==> src/rtl/lnic_pkg.sv <==
// Shared beat-format constants and the receive-side FSM state type.
package lnic_pkg;

    localparam int DATA_W = 64;
    localparam int KEEP_W = 8;
    // One stored entry holds {last, keep, data}.
    localparam int BEAT_W = DATA_W + KEEP_W + 1;

    typedef enum logic [0:0] {
        ST_ACCEPT = 1'b0,
        ST_DROP   = 1'b1
    } rx_state_e;

endpackage

==> src/rtl/net_rx_buffer_ram.sv <==
// Packet storage: one synchronous write port and one asynchronous read port.
module net_rx_buffer_ram #(
    parameter int DEPTH = 64,
    parameter int AW    = $clog2(DEPTH),
    parameter int W     = 73
) (
    input  logic          clock,
    input  logic          i_we,
    input  logic [AW-1:0] i_waddr,
    input  logic [W-1:0]  i_wdata,
    input  logic [AW-1:0] i_raddr,
    output logic [W-1:0]  o_rdata
);

    logic [W-1:0] r_mem [DEPTH];

    // Store an accepted inbound beat; contents are never cleared.
    always_ff @(posedge clock) begin
        if (i_we) begin
            r_mem[i_waddr] <= i_wdata;
        end
    end

    assign o_rdata = r_mem[i_raddr];

endmodule

==> src/rtl/net_rx_buffer.sv <==
// Store-and-forward receive buffer: a packet becomes visible to the consumer
// only after its last beat has been written. A packet that runs out of space
// is rolled back to the last commit point and the rest of it is discarded.
module net_rx_buffer
    import lnic_pkg::*;
#(
    parameter int DEPTH = 64,
    parameter int CNT_W = 32
) (
    input  logic              clock,
    input  logic              reset,
    input  logic              net_in_valid,
    input  logic [DATA_W-1:0] net_in_bits_data,
    input  logic [KEEP_W-1:0] net_in_bits_keep,
    input  logic              net_in_bits_last,
    output logic              out_valid,
    input  logic              out_ready,
    output logic [DATA_W-1:0] out_data,
    output logic [KEEP_W-1:0] out_keep,
    output logic              out_last,
    output logic [CNT_W-1:0]  drop_count,
    output logic [CNT_W-1:0]  pkt_count
);

    localparam int AW = $clog2(DEPTH);
    localparam int PW = AW + 1;
    localparam logic [PW-1:0] DEPTH_P = PW'(DEPTH);

    // Pointers carry one extra wrap bit so full and empty are distinguishable.
    logic [PW-1:0]    r_wr_ptr;
    logic [PW-1:0]    r_cm_ptr;
    logic [PW-1:0]    r_rd_ptr;
    rx_state_e        r_state;
    logic [CNT_W-1:0] r_drop_count;
    logic [CNT_W-1:0] r_pkt_count;

    logic [PW-1:0]     w_used;
    logic              w_has_space;
    logic              w_write;
    logic              w_read;
    logic [BEAT_W-1:0] w_rd_entry;

    // Occupancy counts uncommitted beats too, and uses registered pointers only,
    // so a read in the same cycle never frees room for the current write.
    assign w_used      = r_wr_ptr - r_rd_ptr;
    assign w_has_space = (w_used != DEPTH_P);
    assign w_write     = !reset && net_in_valid && (r_state == ST_ACCEPT) && w_has_space;
    assign w_read      = out_valid && out_ready;

    net_rx_buffer_ram #(
        .DEPTH (DEPTH),
        .AW    (AW),
        .W     (BEAT_W)
    ) u_ram (
        .clock   (clock),
        .i_we    (w_write),
        .i_waddr (r_wr_ptr[AW-1:0]),
        .i_wdata ({net_in_bits_last, net_in_bits_keep, net_in_bits_data}),
        .i_raddr (r_rd_ptr[AW-1:0]),
        .o_rdata (w_rd_entry)
    );

    assign out_valid  = !reset && (r_rd_ptr != r_cm_ptr);
    assign out_data   = w_rd_entry[DATA_W-1:0];
    assign out_keep   = w_rd_entry[DATA_W +: KEEP_W];
    assign out_last   = w_rd_entry[BEAT_W-1];
    assign drop_count = r_drop_count;
    assign pkt_count  = r_pkt_count;

    // Pointer, inbound FSM and counter updates.
    always_ff @(posedge clock) begin
        if (reset) begin
            r_wr_ptr     <= '0;
            r_cm_ptr     <= '0;
            r_rd_ptr     <= '0;
            r_state      <= ST_ACCEPT;
            r_drop_count <= '0;
            r_pkt_count  <= '0;
        end else begin
            if (w_read) begin
                r_rd_ptr <= r_rd_ptr + PW'(1);
            end
            if (net_in_valid) begin
                case (r_state)
                    ST_ACCEPT: begin
                        if (w_has_space) begin
                            r_wr_ptr <= r_wr_ptr + PW'(1);
                            if (net_in_bits_last) begin
                                r_cm_ptr <= r_wr_ptr + PW'(1);
                                if (r_pkt_count != '1) begin
                                    r_pkt_count <= r_pkt_count + CNT_W'(1);
                                end
                            end
                        end else begin
                            // Out of room: roll back the partial packet.
                            r_wr_ptr <= r_cm_ptr;
                            if (r_drop_count != '1) begin
                                r_drop_count <= r_drop_count + CNT_W'(1);
                            end
                            if (!net_in_bits_last) begin
                                r_state <= ST_DROP;
                            end
                        end
                    end
                    ST_DROP: begin
                        if (net_in_bits_last) begin
                            r_state <= ST_ACCEPT;
                        end
                    end
                    default: r_state <= ST_ACCEPT;
                endcase
            end
        end
    end

endmodule

==> config.mk <==
export PLATFORM = sky130hd
export DESIGN_NAME = net_rx_buffer
export DESIGN_NICKNAME = d
export VERILOG_FILES = /design/src/rtl/lnic_pkg.sv /design/src/rtl/net_rx_buffer_ram.sv /design/src/rtl/net_rx_buffer.sv
export SDC_FILE = /design/constraint.sdc
export NUM_CORES = 2
export LEC_CHECK = 0
export CORE_UTILIZATION = 56
export DETAILED_ROUTE_END_ITERATION = 6
export HOLD_SLACK_MARGIN = 0.15
export PLACE_DENSITY = 0.75
export SLEW_MARGIN = 10
export SYNTH_ARGS = -nofsm -noshare
export SYNTH_HDL_FRONTEND = slang
export SYNTH_MEMORY_MAX_BITS = 65536
export SYNTH_SLANG_ARGS = --single-unit
==> constraint.sdc <==
create_clock -name clock -period 9.4 [get_ports clock]
set_input_delay 0.94 -clock clock [delete_from_list [all_inputs] [get_ports clock]]
set_output_delay 0.94 -clock clock [all_outputs]
set_load 0.005 [all_outputs]
# ---- Yosys cells after proc, flatten, opt, wreduce, memory -nomap -nowiden
# Memory sizes are Yosys's and may differ from the RTL's. A register that Yosys moved wholly into a read port is not among the register bits.
# Cells that the tools add are included.
dict set report classes {
  n_addsub 5
  bitwise_logic 2
  mux 8
  reduce_logical 10
  eq_ne 4
}
# op count
set ops {}
lappend ops {{$add A32 B1 Y32 const B} 2}
lappend ops {{$ne A32 B32 Y1 const B} 2}
lappend ops {{$add A7 B1 Y7 const B} 2}
lappend ops {{$mux W6} 2}
lappend ops {{$reduce_and A4 Y1} 2}
lappend ops {{$mux W7} 1}
lappend ops {{$ne A7 B7 Y1} 1}
lappend ops {{$ne A7 B7 Y1 const B} 1}
lappend ops {{$sub A7 B7 Y7} 1}
lappend ops {{$logic_and A1 B1 Y1} 5}
lappend ops {{$reduce_and A5 Y1} 1}
lappend ops {{$mux W1} 4}
lappend ops {{$not A1 Y1} 2}
lappend ops {{$pmux W1 S2} 1}
lappend ops {{$reduce_and A2 Y1} 1}
lappend ops {{$logic_not A1 Y1} 1}
dict set report word_totals {
  memories 1
  elab_cells 36
  ff_bits 86
  mem_bits_rw 4672
}
# name words width read_ports rd_clocked_by_memory_dff wr line_no
set mem_list {}
lappend mem_list {u_ram.r_mem 64 73 1 1 1 net_rx_buffer_ram.sv:15} ;# logic [W-1:0] r_mem [DEPTH];

# ---- Depth between registers and ports, before layout
dict set report depth {
  word_depth 6
  ltp_mapped 12
}

# ---- Hierarchy
# Synthesis repeated with hierarchy kept, for this count alone.
dict set report hier_totals {
  cells_unflattened 8047
  hier_area_um2 180541.9
}
# mod instances cells_each area_each_um2
set by_module_without_submodules {}
lappend by_module_without_submodules {net_rx_buffer_ram 1 7512 176078.9}
lappend by_module_without_submodules {net_rx_buffer 1 535 4463.0}

# ---- Worst setup path after synthesis
# OpenSTA, ideal clock, no wires.
dict set report synth_timing {
  path_kind {reg2reg}
  start {register r_rd_ptr[1]}
  end {memory u_ram.r_mem[39][0] (enable)}
  path_buffers 2
  period_less_slack_ns 10.292
  setup_slack_ns -0.892
  setup_ns 0.711
  path_stages_with_launch 11
  arrival_ns 9.581
  required_time_ns 8.689
  cell_sequence {dfxtp_1 -> inv_1 -> ha_1 -> nor2b_1 -> o21ba_1 -> o31a_1 -> o21ai_1 -> buf_2 -> buf_2 -> nand3_1 -> nor4b_1}
}
dict set report synth_between {
  elab_chain_cells 5
}
# element line_no
set synth_lines {}
lappend synth_lines {{start, declared} net_rx_buffer.sv:32} ;# logic [PW-1:0] r_rd_ptr;
lappend synth_lines {{start signal, assigned} net_rx_buffer.sv:81} ;# r_rd_ptr <= r_rd_ptr + PW'(1);
lappend synth_lines {{$sub A7 B7 Y7} net_rx_buffer.sv:45} ;# assign w_used = r_wr_ptr - r_rd_ptr;
lappend synth_lines {{$ne A7 B7 Y1} net_rx_buffer.sv:46} ;# assign w_has_space = (w_used != DEPTH_P);
lappend synth_lines {{$logic_and A1 B1 Y1} net_rx_buffer.sv:47} ;# assign w_write = !reset && net_in_valid && (r_state == ST_ACCEPT) && w_has_space;
lappend synth_lines {{$mux W1} net_rx_buffer_ram.sv:19} ;# if (i_we) begin
lappend synth_lines {{$mux W1 (not written as such)} net_rx_buffer_ram.sv:20} ;# r_mem[i_waddr] <= i_wdata;
lappend synth_lines {{end, declared} net_rx_buffer_ram.sv:15}
# No other way between the ends.

==> results.cfg <==
[drt]
wl_per_cell_um = 37.47
viasPerCell = 7.060
drc = 0
drt_iter0_markers = 14320
ant_nets = 0
first_pass_iters = 6
vias = 92320
routed_wl_mm = 489.9

[final_layout]
fin_nets = 8484
syn_to_final_growth_pct = 12.27
regArea_mm2 = 0.1422
drive_gt1_share_pct = 25.66
stdcell_count = 13080
multi_input_area_mm2 = 0.03783
fillers = 20310

[floorplan]
rows = 208
die-width_um = 571.1
pin_count = 215
die_h_um = 571.1
start_util_pct = 56.38
core_area_mm2 = 0.3217
die-area_mm2 = 0.3261

[clock_tree]
path_clk_slew_ns = 0.06
post_cts_resized = 0
clock-root-buffer = clkbuf_16
postCtsHoldBufs = 0
htree_levels = 5
cts_tree = yes
clk_latency_ns = 0.98
clk_path_buf_depth = 4
cts_sinks = 4764
cts_setup_buffers = 0
numCtsBuffers = 450

[sta]
finalHoldViolCount = 0
fmax_mhz = 151.6
finalSetupViolCount = 0
fin_skew_ns = 0.06046
post-route-period-util_pct = 70.15
tightest_slew_ns = 1.353
rsz0062_at_grt = no
timing.hold.ws_ns = 0.5080
slew-limit-headroom_pct = 9.601
fin_setup_tns_ns = 0
drv_slew = 0
period_minus_slack_ns = 6.594

[setup_path]
reg2regPathDepth = 8
worstPathMaxFanout = 79
crit_type = reg2out
arrival_ns = 5.65
crit_path_end_kind = output pin
r2r_start = r_wr_ptr[3]
crit_required_ns = 8.46
setup.worst_path.start_class = register

[synthesis]
synth_seq_cells = 4764
ys_async_sr_fraction_pct = 0
yosysSeqAreaShare_pct = 78.37
yosysWarnings = 0
synth-edff-count = 4672
synthDistinctLibCells = 56
synthCells = 7955
synth_ff_type = edfxtp_1
syn_area_mm2 = 0.1814
synth.avg_cell_area_um2 = 22.80
syn_nets = 8042

[placement]
gp_congestion = 0.8206
port-buffer-count = 214
placed_cells = 12250
dpl.hpwl_mm = 255.7

[min_path]
hp-class = reg2reg
min_from = r_cm_ptr[1]
hold_depth = 2

[global_route]
grt_max_degree = 135
antenna_found_initial = 31
overflow = 0
grt_pass1_wl_mm = 686.7
grt.total_usage_pct = 30.00
grt_pass1_vias = 92370

[job]
maxCapViolations = 0

[power]
power_density_mw_per_mm2 = 243.6
vdd_drop_max_mv = 0.1843
power_leakage_nw = 60.86

[run_status]
outcome = completed
==> per-layer routing <==
layer | up-vias | routed length (um) | GRT usage [%]
met5 | - | 129 | 0
met1 | 48520 | 173200 | 41.72
met4 | 22 | 20180 | 11.20
met3 | 1149 | 65230 | 7.340
li1 | 34860 | - | -
met2 | 7780 | 231200 | 46.73
==> per-stage QoR <==
| step | power (W) | utilization (%) | area [um2] | worst slack (ns) |
|---|---|---|---|---|
| 2_1_floorplan | 0.02955 | - | 181400 | 1.765 |
| 3_3_place_gp | 0.03201 | 58.80 | 189200 | 3.814 |
| 3_5_place_dp | 0.03212 | 58.82 | 189200 | 3.783 |
| 4_1_cts | 0.04975 | 63.28 | 203500 | 2.700 |
| 5_1_grt | 0.05088 | 63.30 | 203600 | 2.556 |
| 6_report | 0.04960 | 63.30 | 203600 | 2.806 |
==> state kept, by name (all words and copies together), names as in the netlist, named ones only <==
register,flops
drop_count,32
pkt_count,32
r_cm_ptr,7
r_rd_ptr,7
r_state,1
r_wr_ptr,7
u_ram.r_mem,4672
==> synthesized netlist by cell type, drive strengths merged, types with 30 or more instances <==
cell type	instances	area [um2]
xnor2	34	297.8
buf	219	1045
nand3	51	255.2
nand4	30	187.7
nor2	346	1299
o22ai	131	819.5
a21oi	60	300.3
mux2i	97	970.9
o221ai	84	735.7
o21ai	83	415.4
mux4	1243	27990
o22a	69	604.3
xor2	30	262.8
edfxtp	4672	140300
nand2	84	315.3
clkbuf	231	867.1
o31ai	57	427.9
a211oi	116	870.8
nor2b	64	400.4
dfxtp	92	1842
==> area by class of cell <==
class	count	share of cell area (%)
diodes	11	0.01352
clock buffers	561	5.770
clock inverters	254	1.274
inverters	12	0.02581
multi-input cells	2729	18.58
flip-flops and latches	4764	69.81
well taps	4305	2.645
repair buffers	440	1.879
==> path summary, 6_finish.rpt <==
path,to,slack (ns)
worst max-delay path,out_data[39],2.81
worst min-delay path,r_cm_ptr[1],0.51
worst max register to register,u_ram.r_mem[56][9],3.78
worst min register to register,r_cm_ptr[1],0.51
==> critical path, cell delays in order, from the launching register on <==
cell and delay [ns]:
dfxtp_4 0.87, buf_4 0.40, buf_12 0.45, buf_4 0.45, mux4_2 0.56, o22ai_1 0.40, a211oi_1 0.10, o21ai_0 0.39
o31ai_1 0.35, clkdlybuf4s50_1 0.54
==> logic make-up after synthesis <==
logic type | Yosys count | share of synthesized area, %
buffers and inverters | 462 | 1.079
adder cells (fa/ha/maj) | 10 | 0.06899
multiplexers | 1342 | 15.98
flip-flops | 4764 | 78.37
XOR/XNOR | 64 | 0.3091
AO/OA/AOI/OAI | 624 | 2.407
AND/OR/NAND/NOR | 689 | 1.784
==> cells in the final DEF, fill, tap and decap left out, types with 97 or more instances in the layout <==
master	n
clkbuf_16	452
o22ai_1	131
clkinv_1	101
nor2_1	289
clkbuf_1	106
mux4_2	1243
clkdlybuf4s50_1	142
buf_4	199
mux2i_1	97
edfxtp_1	4672
a211oi_1	116
==> power by group <==
group          switching [W]  total [W]  internal (W)  leakage [nW]
clock                0.00785     0.0179        0.0100          6.98
sequential          0.000180     0.0238        0.0236          42.7
combinational        0.00423    0.00795       0.00372          11.1
(Power assumes the default switching activity.)
